File: src/rtl/mem_port_arbiter.sv
// Two-requester arbiter in front of one shared multi-cycle memory port.
// The instruction (imem) and data (dmem) requesters compete for the port.
// A tie in IDLE is broken round-robin against the last requester served.
// The winner's request is latched on the grant edge, so the memory sees a
// stable request for the whole transaction. Response and read data go back
// combinationally to the granted requester only.
module mem_port_arbiter #(
  parameter bit DMEM_FIRST = 1'b1
) (
  input  logic        clk,
  input  logic        rst,

  input  logic [31:0] imem_addr,
  input  logic [3:0]  imem_rmask,
  output logic [31:0] imem_rdata,
  output logic        imem_resp,

  input  logic [31:0] dmem_addr,
  input  logic [3:0]  dmem_rmask,
  input  logic [3:0]  dmem_wmask,
  input  logic [31:0] dmem_wdata,
  output logic [31:0] dmem_rdata,
  output logic        dmem_resp,

  output logic [31:0] mem_addr,
  output logic [3:0]  mem_rmask,
  output logic [3:0]  mem_wmask,
  output logic [31:0] mem_wdata,
  input  logic [31:0] mem_rdata,
  input  logic        mem_resp,

  output logic        grant_dmem
);

  typedef enum logic [1:0] {StIdle, StIBusy, StDBusy} state_e;

  state_e      state_q;
  logic [31:0] addr_q;
  logic [3:0]  rmask_q;
  logic [3:0]  wmask_q;
  logic [31:0] wdata_q;
  // 1 when dmem was the last requester served. The reset value makes
  // DMEM_FIRST win the first tie.
  logic        last_dmem_q;

  logic i_pend;
  logic d_pend;
  logic pick_dmem;

  assign i_pend = (imem_rmask != 4'h0);
  assign d_pend = ((dmem_rmask | dmem_wmask) != 4'h0);

  // dmem wins when it is alone, or when both are pending and imem went last.
  assign pick_dmem = d_pend && (!i_pend || !last_dmem_q);

  // Arbitration FSM. The captured request and the memory masks are registered here.
  // The masks are nonzero only while busy.
  always_ff @(posedge clk or negedge rst) begin
    if (!rst) begin
      state_q     <= StIdle;
      addr_q      <= 32'h0;
      rmask_q     <= 4'h0;
      wmask_q     <= 4'h0;
      wdata_q     <= 32'h0;
      last_dmem_q <= ~DMEM_FIRST;
    end else begin
      unique case (state_q)
        StIdle: begin
          // mem_resp is ignored here; a response only counts while busy.
          if (pick_dmem) begin
            state_q <= StDBusy;
            addr_q  <= dmem_addr;
            rmask_q <= dmem_rmask;
            wmask_q <= dmem_wmask;
            wdata_q <= dmem_wdata;
          end else if (i_pend) begin
            state_q <= StIBusy;
            addr_q  <= imem_addr;
            rmask_q <= imem_rmask;
            wmask_q <= 4'h0;
            wdata_q <= 32'h0;
          end
        end
        StIBusy: begin
          if (mem_resp) begin
            state_q     <= StIdle;
            rmask_q     <= 4'h0;
            wmask_q     <= 4'h0;
            last_dmem_q <= 1'b0;
          end
        end
        StDBusy: begin
          if (mem_resp) begin
            state_q     <= StIdle;
            rmask_q     <= 4'h0;
            wmask_q     <= 4'h0;
            last_dmem_q <= 1'b1;
          end
        end
        default: begin
          state_q <= StIdle;
          rmask_q <= 4'h0;
          wmask_q <= 4'h0;
        end
      endcase
    end
  end

  // Address and write data hold their last value in IDLE. Only the masks mark a live request.
  assign mem_addr   = addr_q;
  assign mem_rmask  = rmask_q;
  assign mem_wmask  = wmask_q;
  assign mem_wdata  = wdata_q;
  assign grant_dmem = (state_q == StDBusy);

  // Route the memory response to the granted requester only. The other side reads zero.
  always_comb begin
    imem_resp  = 1'b0;
    imem_rdata = 32'h0;
    dmem_resp  = 1'b0;
    dmem_rdata = 32'h0;
    if (state_q == StIBusy) begin
      imem_resp  = mem_resp;
      imem_rdata = mem_rdata;
    end else if (state_q == StDBusy) begin
      dmem_resp  = mem_resp;
      dmem_rdata = mem_rdata;
    end
  end

endmodule
File: config.mk
export PLATFORM = sky130hd
export DESIGN_NAME = mem_port_arbiter
export DESIGN_NICKNAME = d
export VERILOG_FILES = /design/src/rtl/mem_port_arbiter.sv
export SDC_FILE = /design/constraint.sdc
export NUM_CORES = 1
export LEC_CHECK = 0
export CAP_MARGIN = 30
export CORE_AREA = 2 2 110 112
export DETAILED_ROUTE_END_ITERATION = 10
export DIE_AREA = 0 0 112 114
export PLACE_DENSITY = 0.84
export SLEW_MARGIN = 20
export SYNTH_ARGS = -nofsm -noshare
export SYNTH_HDL_FRONTEND = slang
export SYNTH_SLANG_ARGS = --single-unit
export TNS_END_PERCENT = 10
File: constraint.sdc
create_clock -name clk -period 2.5 [get_ports clk]
set_clock_uncertainty 0.1 [all_clocks]
set_input_delay 0.625 -clock clk [delete_from_list [all_inputs] [get_ports clk]]
set_output_delay 0.625 -clock clk [all_outputs]
set_load 0.03 [all_outputs]
==> impl_metrics.ini <==
[outcome]
status = complete, no violations

[sta]
tightest_slew_ps = 679.2
post-route-period-util_pct = 96.46
hold_ws_ps = 146.0
rsz0062_at_grt = yes
min_period_ps = 2411
hold_viol = 0
setup_viol = 0
slew_headroom_pct = 54.67
max_freq_ghz = 0.4147
maxSlewViolCount = 0

[power]
leakage_nw = 3.196
cellPowerDensity_nw_per_um2 = 1261
finalPower_mw = 8.851
ir_worst_vdd_uv = 738.8

[grt]
grt_max_degree = 65
grt_pass1_wl_um = 21050
first_global_vias = 3899
grt_overflow_total = 0
track_usage_pct = 21.24
antenna_found_initial = 7

[final_layout]
layout-drive-gt1-share_pct = 18.78
layout.nets = 780
final_util_pct = 59.95
multi_input_area_um2 = 1635
num-fill-cells = 978
design_area_um2 = 7020
seqCellArea_um2 = 1877
area_growth_pct = 94.49

[synthesis]
synth-edff-count = 0
synth_mux_area_share_pct = 9.983
synth_top_area_share_pct = 51.99
ys.flop_type = dfrtp_1
synth_fa_ha_area_share_pct = 1.040
synthDistinctLibCells = 30
synth_nets = 483
synth.most_common_cell = dfrtp_1
syn_avg_cell_area_um2 = 10.71
ys_ff_latch = 75
synth_common_cells = 75 x dfrtp_1, 66 x and2_1, 36 x a22o_1, 36 x mux2i_1, 33 x nor2_1
synth_xor_area_share_pct = 0
synth_area_leaders = dfrtp_1 52%, and2_1 11%, mux2i_1 10%
synth_top_area_cell = dfrtp_1
synth_area_um2 = 3610
yosys_warnings = 0
yosys.area_share.simple_pct = 17.89
yosysSeqAreaShare_pct = 51.99
synth-compound-area-share_pct = 15.18
synth_top_family_by_area = simple AND/OR/NAND/NOR gates
netlist_instances = 337
async_reset_ff_share_pct = 100.0

[die]
fp-row-count = 40
die_h_um = 114
start_util_pct = 30.82
die_x_um = 112
die_area_um2 = 12770
core-area_um2 = 11710
io_pins = 282

[clock_network]
cts_sinks = 75
ctsHtreeMaxLevel = 3
postCtsHoldBufs = 0
clk_latency_ps = 320
cts.clk_slew.worst_paths_ps = 60
cts_tree = yes
cts_buffers = 9
clock_path_buffers = 2
post_cts_buffers = 0
cts_root_buf = clkbuf_16

[critical_path]
cp.required_ps = 2660
worst_setup_path_start_kind = input port
crit_type = in2reg
crit_path_end_kind = register
r2r_start = state_q[0]$_DFFE_PN0P_
cp-startpoint = imem_rmask[0]
crit_path_max_fanout = 8
arrival_ps = 2570

[placement]
dp_hpwl_um = 11160
placed_area_um2 = 6615
place_congestion = 0.8297
portBuffers = 281

[routing]
wl_per_cell_um = 17.72
drtIter0Drc = 125
drc = 0
via_per_inst = 4.756
ant_nets = 0
dr.pass1.iters = 4
routed_wl_um = 14010
vias = 3762

[run]
cap_violations = 0

[worst_hold_path]
hold_path.class = in2async
[final cells by class]
cell class | count | area share [%]
Timing Repair Buffer | 309 | 42.43
Sequential cell | 75 | 26.73
Multi-Input combinational cell | 235 | 23.29
Clock buffer | 10 | 3.261
Tap cell | 147 | 2.620
Clock inverter | 6 | 1.265
Inverter | 4 | 0.2139
Antenna cell | 5 | 0.1782
[power breakdown]
group          total [mW]  switching, mW  internal (mW)
clock                1.39          0.515          0.876
sequential           2.08          0.318           1.76
combinational        5.38           3.05           2.33
[logic make-up (layout without fill, tap and decap cells)]
logic type                 Yosys count  count (layout)
adders and majority gates            3               3
buffers and inverters               27             329
other                                0               5
muxes                               36              36
DFF                                 75              75
and+or+nand+nor                    118             118
AOI/OAI and AO/OA                   78              78
[cell usage in the layout, fill, tap and decap left out, drive strengths merged, types with 8 or more instances in the layout]
cell	Yosys	final
a22o	36	36
nor2	33	33
dfrtp	75	75
a21oi	32	32
and2	66	66
clkbuf	15	11
mux2i	36	36
nand2	8	8
clkdlybuf4s50	0	212
buf	8	94
[worst max-delay path, stage by stage]
cell,delay [ps]
clkdlybuf4s50_1,450
nor4_2,310
buf_4,170
o22ai_4,70
buf_8,160
nor3_1,550
a22o_1,230
[timing repair]
item,4_1_cts,5_1_grt
gates resized for setup,1,13
endpoints found under the setup margin,1,70
cloned,0,2
[registers in the layout (all words and copies together), names as in the netlist]
name / flops
last_dmem_q: 1
mem_wmask: 4
mem_wdata: 32
mem_rmask: 4
state_q: 2
mem_addr: 32
[path summary, 6_finish.rpt]
check | end | cells after the start | slack, ps
min | mem_wdata[4]$_DFFE_PN0P_ | 1 | 150
max reg2reg | mem_wdata[24]$_DFFE_PN0P_ | 6 | 470
max | mem_wmask[1]$_DFFE_PN0P_ | 7 | 90
max in group asynchronous | mem_wdata[11]$_DFFE_PN0P_ | 2 | 1540
min in group clk | mem_rmask[3]$_DFFE_PN0P_ | 2 | 400
min reg2reg | mem_rmask[3]$_DFFE_PN0P_ | 2 | 400
[stage by stage]
stage / std cells / worst slack [ps] / setup TNS (ps)
2_1_floorplan: 337 / 147.8 / 0
5_1_grt: 786 / -50.92 / -286.4
4_1_cts: 784 / 19.18 / 0
6_report: 791 / 88.57 / 0
3_5_place_dp: 768 / -340.0 / -15810
3_3_place_gp: 767 / -416.4 / -23030
[metal layers]
layer / up-vias / global-route usage (%) / wire, µm / part of all wire (%)
li1: 1774 / - / - / -
met1: 1797 / 22.97 / 5306 / 38
met2: 166 / 37.70 / 7188 / 51
met3: 21 / 8.714 / 1260 / 9.0
met4: 4 / 7.561 / 236 / 1.7
met5: - / 0 / 23 / 0.16
(Power assumes the default switching activity.)
